[config.mk]
export PLATFORM = sky130hd
export DESIGN_NAME = fft_frame_loader_flat
export DESIGN_NICKNAME = d
export VERILOG_FILES = /design/src/rtl/fft_frame_loader_if.sv /design/src/rtl/fft_frame_loader.sv /design/src/flat_wrapper.sv
export SDC_FILE = /design/constraint.sdc
export NUM_CORES = 1
export LEC_CHECK = 0
export BUFFER_PORTS_ARGS = -buffer_cell sky130_fd_sc_hd__buf_2
export CAP_MARGIN = 10
export CORE_ASPECT_RATIO = 0.8
export CORE_MARGIN = 5
export CORE_UTILIZATION = 40
export CTS_CLUSTER_DIAMETER = 40
export DETAILED_ROUTE_END_ITERATION = 10
export GPL_TIMING_DRIVEN = 0
export HOLD_SLACK_MARGIN = 0.06
export PLACE_DENSITY = 0.58
export SLEW_MARGIN = 10
export SYNTH_ARGS = -nofsm -noshare
export SYNTH_HDL_FRONTEND = slang
export SYNTH_SLANG_ARGS = --single-unit
[constraint.sdc]
create_clock -name clk -period 20.8 [get_ports clk]
set_clock_uncertainty 0.05 [all_clocks]
set_input_delay 1.04 -clock clk [delete_from_list [all_inputs] [get_ports clk]]
set_output_delay 1.04 -clock clk [all_outputs]
set_load 0.01 [all_outputs]
[src/rtl/fft_frame_loader_if.sv]
// -----------------------------------------------------------------------------
// fft_frame_loader_if
//
// Streaming sample handshake into the FFT frame loader: one complex sample per
// valid/ready transfer plus an optional end-of-frame marker.
//
// Signals:
//   in_valid  upstream has a sample on in_real/in_im/in_last
//   in_ready  loader can accept a sample this cycle
//   in_real   sample real part, signed Q8.8 at W=16
//   in_im     sample imaginary part, signed
//   in_last   marks the final sample of a frame
//
// Modports:
//   master  upstream source (drives valid/data/last, observes ready)
//   slave   the loader (observes valid/data/last, drives ready)
//
// W must match the W parameter of the loader it connects to.
// -----------------------------------------------------------------------------
interface fft_frame_loader_if #(
   parameter int W = 16
);
   logic                in_valid;
   logic                in_ready;
   logic signed [W-1:0] in_real;
   logic signed [W-1:0] in_im;
   logic                in_last;

   modport master (
      output in_valid,
      output in_real,
      output in_im,
      output in_last,
      input  in_ready
   );

   modport slave (
      input  in_valid,
      input  in_real,
      input  in_im,
      input  in_last,
      output in_ready
   );
endinterface

[src/rtl/fft_frame_loader.sv]
// -----------------------------------------------------------------------------
// fft_frame_loader
//
// Streaming-to-parallel frame assembler feeding a parallel FFT core. Samples
// arrive one per handshake in natural order and are collected into a write
// buffer. A complete frame is copied into the x_real/x_im output registers,
// which then stay unchanged for at least HOLD cycles so the downstream
// registered butterflies see one coherent frame.
//
// Parameters:
//   N       frame length (power of 2, same as the FFT core)
//   W       sample width (signed)
//   STAGES  log2(N); width of the write index
//   HOLD    minimum number of cycles an output frame is held (>= 1)
//   CW      frame counter width
//
// Ports:
//   clk          clock, all state changes on the rising edge
//   rst          synchronous active-high reset
//   s_in         sample stream (slave side of fft_frame_loader_if)
//   x_real       frame real parts, natural order
//   x_im         frame imaginary parts, natural order
//   frame_valid  one-cycle pulse in the first cycle a new frame is on x_*
//   frame_count  number of frames transferred, wraps modulo 2**CW
//   err_frame    one-cycle pulse when a frame is dropped on an early in_last
// -----------------------------------------------------------------------------
module fft_frame_loader #(
   parameter int N      = 16,
   parameter int W      = 16,
   parameter int STAGES = 4,
   parameter int HOLD   = STAGES + 1,
   parameter int CW     = 16
) (
   input  logic                clk,
   input  logic                rst,
   fft_frame_loader_if.slave   s_in,
   output logic signed [W-1:0] x_real [0:N-1],
   output logic signed [W-1:0] x_im   [0:N-1],
   output logic                frame_valid,
   output logic [CW-1:0]       frame_count,
   output logic                err_frame
);

   localparam int IW = (STAGES > 0) ? STAGES : 1;
   localparam int HW = (HOLD > 1) ? $clog2(HOLD) : 1;

   localparam logic [IW-1:0] LAST_IDX  = IW'(N - 1);
   localparam logic [HW-1:0] HOLD_INIT = HW'(HOLD - 1);

   typedef enum logic [0:0] {
      S_FILL = 1'b0,   // accepting samples
      S_FULL = 1'b1    // buffer complete, waiting for the hold window
   } state_t;

   state_t          state_reg;
   state_t          state_next;
   logic [IW-1:0]   wr_idx_reg;
   logic [IW-1:0]   wr_idx_next;
   logic [HW-1:0]   hold_reg;
   logic [HW-1:0]   hold_next;
   logic [CW-1:0]   frame_count_reg;
   logic            frame_valid_reg;
   logic            err_frame_reg;

   logic            ready;
   logic            wr_en;
   logic            transfer;
   logic            bypass;
   logic            err_next;

   logic signed [W-1:0] wbuf_real  [0:N-1];
   logic signed [W-1:0] wbuf_im    [0:N-1];
   logic signed [W-1:0] x_real_reg [0:N-1];
   logic signed [W-1:0] x_im_reg   [0:N-1];
   logic signed [W-1:0] src_real   [0:N-1];
   logic signed [W-1:0] src_im     [0:N-1];

   // -------------------------------------------------------------------------
   // Control FSM: state register
   // -------------------------------------------------------------------------
   always_ff @(posedge clk) begin
      if (rst) begin
         state_reg       <= S_FILL;
         wr_idx_reg      <= '0;
         hold_reg        <= '0;
         frame_count_reg <= '0;
         frame_valid_reg <= 1'b0;
         err_frame_reg   <= 1'b0;
      end else begin
         state_reg       <= state_next;
         wr_idx_reg      <= wr_idx_next;
         hold_reg        <= hold_next;
         frame_valid_reg <= transfer;
         err_frame_reg   <= err_next;
         if (transfer) begin
            frame_count_reg <= frame_count_reg + CW'(1);
         end
      end
   end

   // -------------------------------------------------------------------------
   // Control FSM: next state and outputs
   // -------------------------------------------------------------------------
   always_comb begin
      state_next  = state_reg;
      wr_idx_next = wr_idx_reg;
      // Hold window counts down and rests at zero.
      hold_next   = (hold_reg != '0) ? (hold_reg - HW'(1)) : '0;
      ready       = 1'b0;
      wr_en       = 1'b0;
      transfer    = 1'b0;
      bypass      = 1'b0;
      err_next    = 1'b0;

      case (state_reg)
         S_FILL: begin
            // Ready is forced low while reset is held so nothing is taken.
            ready = !rst;
            if (s_in.in_valid && !rst) begin
               wr_en = 1'b1;
               if (wr_idx_reg == LAST_IDX) begin
                  // Completion is by count; in_last here is just the normal
                  // end marker and a missing one is not an error.
                  wr_idx_next = '0;
                  if (hold_reg == '0) begin
                     // Last sample goes straight to the output registers,
                     // it is not yet in the write buffer on this edge.
                     transfer = 1'b1;
                     bypass   = 1'b1;
                  end else begin
                     state_next = S_FULL;
                  end
               end else if (s_in.in_last) begin
                  // Early end marker: drop the partial frame.
                  wr_idx_next = '0;
                  err_next    = 1'b1;
               end else begin
                  wr_idx_next = wr_idx_reg + IW'(1);
               end
            end
         end
         S_FULL: begin
            if (hold_reg == '0) begin
               transfer   = 1'b1;
               state_next = S_FILL;
            end
         end
         default: begin
            state_next = S_FILL;
         end
      endcase

      if (transfer) begin
         hold_next = HOLD_INIT;
      end
   end

   assign s_in.in_ready = ready;

   // -------------------------------------------------------------------------
   // Write buffer (data only, contents after reset are don't-care)
   // -------------------------------------------------------------------------
   always_ff @(posedge clk) begin
      if (wr_en) begin
         wbuf_real[wr_idx_reg] <= s_in.in_real;
         wbuf_im[wr_idx_reg]   <= s_in.in_im;
      end
   end

   // -------------------------------------------------------------------------
   // Transfer sources: only the last element can come from the bypass path
   // -------------------------------------------------------------------------
   for (genvar gi = 0; gi < N; gi++) begin : g_elem
      if (gi == N - 1) begin : g_bypass
         assign src_real[gi] = bypass ? s_in.in_real : wbuf_real[gi];
         assign src_im[gi]   = bypass ? s_in.in_im   : wbuf_im[gi];
      end else begin : g_buf
         assign src_real[gi] = wbuf_real[gi];
         assign src_im[gi]   = wbuf_im[gi];
      end
      assign x_real[gi] = x_real_reg[gi];
      assign x_im[gi]   = x_im_reg[gi];
   end

   // -------------------------------------------------------------------------
   // Output frame registers: change only on a transfer edge
   // -------------------------------------------------------------------------
   always_ff @(posedge clk) begin
      if (rst) begin
         for (int i = 0; i < N; i++) begin
            x_real_reg[i] <= '0;
            x_im_reg[i]   <= '0;
         end
      end else if (transfer) begin
         for (int i = 0; i < N; i++) begin
            x_real_reg[i] <= src_real[i];
            x_im_reg[i]   <= src_im[i];
         end
      end
   end

   assign frame_valid = frame_valid_reg;
   assign frame_count = frame_count_reg;
   assign err_frame   = err_frame_reg;

endmodule

[src/flat_wrapper.sv]
// flat-port wrapper written by rule: the top's interface ports become plain ports
module fft_frame_loader_flat 
#(
   parameter int N      = 16,
   parameter int W      = 16,
   parameter int STAGES = 4,
   parameter int HOLD   = STAGES + 1,
   parameter int CW     = 16
)
  (clk, rst, x_real, x_im, frame_valid, frame_count, err_frame, s_in_in_valid, s_in_in_real, s_in_in_im, s_in_in_last, s_in_in_ready);
  fft_frame_loader_if #(.W(W)) s_in_i ();
  input  logic clk;
  input  logic rst;
  output logic signed [W-1:0] x_real[0:N-1];
  output logic signed [W-1:0] x_im[0:N-1];
  output logic frame_valid;
  output logic [CW-1:0] frame_count;
  output logic err_frame;
  input wire logic [$bits(s_in_i.in_valid)-1:0] s_in_in_valid;
  input wire logic [$bits(s_in_i.in_real)-1:0] s_in_in_real;
  input wire logic [$bits(s_in_i.in_im)-1:0] s_in_in_im;
  input wire logic [$bits(s_in_i.in_last)-1:0] s_in_in_last;
  output wire logic [$bits(s_in_i.in_ready)-1:0] s_in_in_ready;
  assign s_in_i.in_valid = s_in_in_valid;
  assign s_in_i.in_real = s_in_in_real;
  assign s_in_i.in_im = s_in_in_im;
  assign s_in_i.in_last = s_in_in_last;
  assign s_in_in_ready = s_in_i.in_ready;
  fft_frame_loader #(.N(N), .W(W), .STAGES(STAGES), .HOLD(HOLD), .CW(CW)) u_core (.clk(clk), .rst(rst), .s_in(s_in_i), .x_real(x_real), .x_im(x_im), .frame_valid(frame_valid), .frame_count(frame_count), .err_frame(err_frame));
endmodule
==> summary.md <==
| Metric | Value |
|---|---|
| DP Wirelength | 59990 um |
| Crit-path slowest cell | sky130_fd_sc_hd__nand2b_4 |
| Synth Flop Type | sky130_fd_sc_hd__edfxtp_1 |
| Avg Inst Size Synth | 19.47 sq um |
| Final setup TNS | 0 ns |
| First-pass GRT wire length | 125800 um |
| Cell Area, Synth | 35790 sq um |
| Cell family contributing the most delay on the critical path | buffers and inverters |
| Clock Pin Slew Worst Setup and Hold Paths | 0.06 ns |
| Setup repair after global routing missed its margin | no |
| Setup slack of the critical path after layout | between 15 and 20 ns |
| Vias in the first global route | 18350 |
| Global-route usage over all layers | 0.1816 |
| Initial antenna violation count | 14 |
| Slew @ Worst Pin | 0.9111 ns |
| Number of buffers added by the clock tree synthesis step | around 120 |
| Data arrival, critical path | 4.42 ns |
| Crit Path Class | flop to flop |
| Average via count per standard cell | 4.756 |
| Crit-path cells | inv_1 -> ha_1 -> ha_1 -> nor2b_1 -> a32oi_2 -> buf_2 -> buf_2 -> nand2b_4 -> buf_16 -> buf_16 -> buf_16 -> buf_16 |
| Capturing element type of the critical path | flop |
| Placed instance count | 3637 |
| Maximum number of pins on one net before global-route repair | just over 70 |
| First-pass iteration count of the detailed router | 5 |
| Final antenna-violating net count | 0 |
| Count of cells resized by post-cts repair | 0 |
| Fill cell total of the finished layout | 7363 |
| Total number of vias | 18320 |
| Cell count after synthesis | 1838 |
| Design Area, Final | 44800 sq um |
| Leading area contributor after synthesis | sky130_fd_sc_hd__edfxtp_1 |
| Top-Level Pins | 567 |
| Async set-or-reset flop fraction in the synthesized netlist | 0 |
| Leading cell types by total area after synthesis | sky130_fd_sc_hd__edfxtp_1 86%, sky130_fd_sc_hd__and2_1 5.6%, sky130_fd_sc_hd__nor2b_1 2.8% |
| # H-tree levels | 3 |
| Total nets after synthesis | around 1900 |
| Period Utilization, post-route | 0.1995 |
| Overall power of the completed layout | around 4.6 mW |
| Total power density per cell area | 101.9 nW/um^2 |
| Num Clock Sinks | 1050 |
| Distinct cell type count after synthesis | 33 |
| Clock latency at the later pin of the worst-skew pair | 0.65 ns |
| Max_cap viols | 0 |
| Height of the chip | 277.5 um |
| Final core utilization | 0.5032 |
| Final setup violation count | 0 |
| Total Die Area | 95590 sq um |
| Final Hold Viols | 0 |
| Standard-cell rows | 98 |
| Most Frequent Cell on Critical Path | sky130_fd_sc_hd__buf_16 |
| Register area share after synthesis | 0.8737 |
| Detailed-route wire length per cell | approximately 23 um |
| Placed standard-cell area | 40890 sq um |
| P_leak | 16.66 nW |
| Max Fanout on Critical Path | 71 |
| Leading post-synthesis cells by instance count | 1024 x sky130_fd_sc_hd__edfxtp_1, 322 x sky130_fd_sc_hd__and2_1, 162 x sky130_fd_sc_hd__nor2b_1 |
| Initial detailed-routing violation count | 1313 |
| Number of nets in the layout | between 2000 and 3000 |
| Floorplan core area | 89020 sq um |
| CTS tree | yes |
| Number of flip-flops and latches in the synthesized netlist | 1050 |
| Final-report max-slew violation count | 0 |
| Type of origin of the critical path | flop |
| Final std cells w/o fill | 3852 |
| Worst rel slew slack | 0.3893 |
| Final-layout worst hold slack | 0.3841 ns |
| Residual DRC count | 0 |
| Share of cells above drive strength 1 | 0.3055 |
| Hold WC Path Type | flop to flop |
| Warnings, synthesis | 0 |
| Fraction of post-synthesis cell area in the top cell type by area | 0.8592 |
| Result of the run | completed |
| Leading cell type by number of instances after synthesis | sky130_fd_sc_hd__edfxtp_1 |
| Total congestion overflow | 0 |
| Routed wire length | just under 90000 um |
| Synthesis-to-layout area growth | 25.17% |
| CTS hold repair buffers | 0 |
| Starting density of the core | 0.4020 |
| Final weighted congestion in routability-driven placement | 0.8713 |
| Number of buffers on the longest clock path | 3 |
| Number of setup buffers added after CTS | 0 |
| Worst path bufs/invs | 7 |
| Slowest Stage Delay on Critical Path | 0.51 ns |
| Cell at the root of the clock tree | sky130_fd_sc_hd__clkbuf_16 |
| IR drop worst, VDD | 0.00007292 V |
| Required @ worst endpoint | 21.08 ns |
| EDFF count, synth | 1024 |
| Fmax achieved | 241.0 MHz |
| Port Buf Inserts | 566 |
| Overall die width | roughly 340 um |
| Clock period minus final worst setup slack | 4.149 ns |
| Worst slack after detailed placement | 16.10 ns |
-- power by group --
group / switching (mW) / internal, mW / leakage (nW)
sequential: 0.0140 / 2.36 / 10.1
combinational: 0.108 / 0.0365 / 4.67
clock: 0.829 / 1.21 / 1.89
-- logic make-up after synthesis --
kind of cell               count (synthesis)  share of synthesized area
muxes                                      1                  0.0002797
AOI/OAI and AO/OA                         68                    0.01077
buffers and inverters                     83                   0.008915
and+or+nand+nor                          627                     0.1033
DFF                                     1050                     0.8737
adders and majority gates                  8                   0.002797
xor gates and xnor gates                   1                  0.0002448
-- routing by layer --
| layer | GRT usage | part of all wire |
|---|---|---|
| met1 | 0.2387 | 0.41 |
| met2 | 0.3051 | 0.49 |
| met3 | 0.04225 | 0.075 |
| met4 | 0.05004 | 0.024 |
| met5 | 0 | 0.00052 |
-- cells in the final DEF (no fill, tap or decap), types with 9 or more instances in the layout --
master,netlist,routed
sky130_fd_sc_hd__clkinv_2,0,19
sky130_fd_sc_hd__nor2b_1,162,162
sky130_fd_sc_hd__clkbuf_1,67,80
sky130_fd_sc_hd__and2_1,322,322
sky130_fd_sc_hd__bufinv_16,0,13
sky130_fd_sc_hd__buf_16,0,18
sky130_fd_sc_hd__edfxtp_1,1024,1024
sky130_fd_sc_hd__nand3_1,12,12
sky130_fd_sc_hd__a21oi_1,49,49
sky130_fd_sc_hd__dfxtp_1,26,26
sky130_fd_sc_hd__clkinv_1,0,17
sky130_fd_sc_hd__nand2_1,72,72
sky130_fd_sc_hd__buf_2,6,572
sky130_fd_sc_hd__clkbuf_16,0,116
sky130_fd_sc_hd__nor2_4,0,12
sky130_fd_sc_hd__clkinvlp_4,0,9
-- worst paths after layout --
path                                                    start  cells past startpoint                              endpoint  slack, ns
worst max-delay path            u_core.hold_reg[0]$_SDFF_PP0_                     12  u_core.x_im_reg[0][50]$_SDFFCE_PN0P_      16.65
worst min-delay path            u_core.hold_reg[0]$_SDFF_PP0_                      1         u_core.hold_reg[0]$_SDFF_PP0_       0.38
worst max register to register  u_core.hold_reg[0]$_SDFF_PP0_                     12  u_core.x_im_reg[0][50]$_SDFFCE_PN0P_      16.65
worst min register to register  u_core.hold_reg[0]$_SDFF_PP0_                      1         u_core.hold_reg[0]$_SDFF_PP0_       0.38
-- cell type report --
type                            count  area [sq um]  area share
Antenna cell                        1         2.502  0.00005586
Tap cell                         1200          1501     0.03352
Sequential cell                  1050         31270      0.6980
Buffer                             75         289.0    0.006452
Clock buffer                      135          3034     0.06773
Clock inverter                     79         868.3     0.01938
Timing Repair Buffer              599          3485     0.07778
Inverter                            8         30.03   0.0006703
Multi-Input combinational cell    705          4318     0.09639
Note: power is estimated with default switching activity, not from simulation.
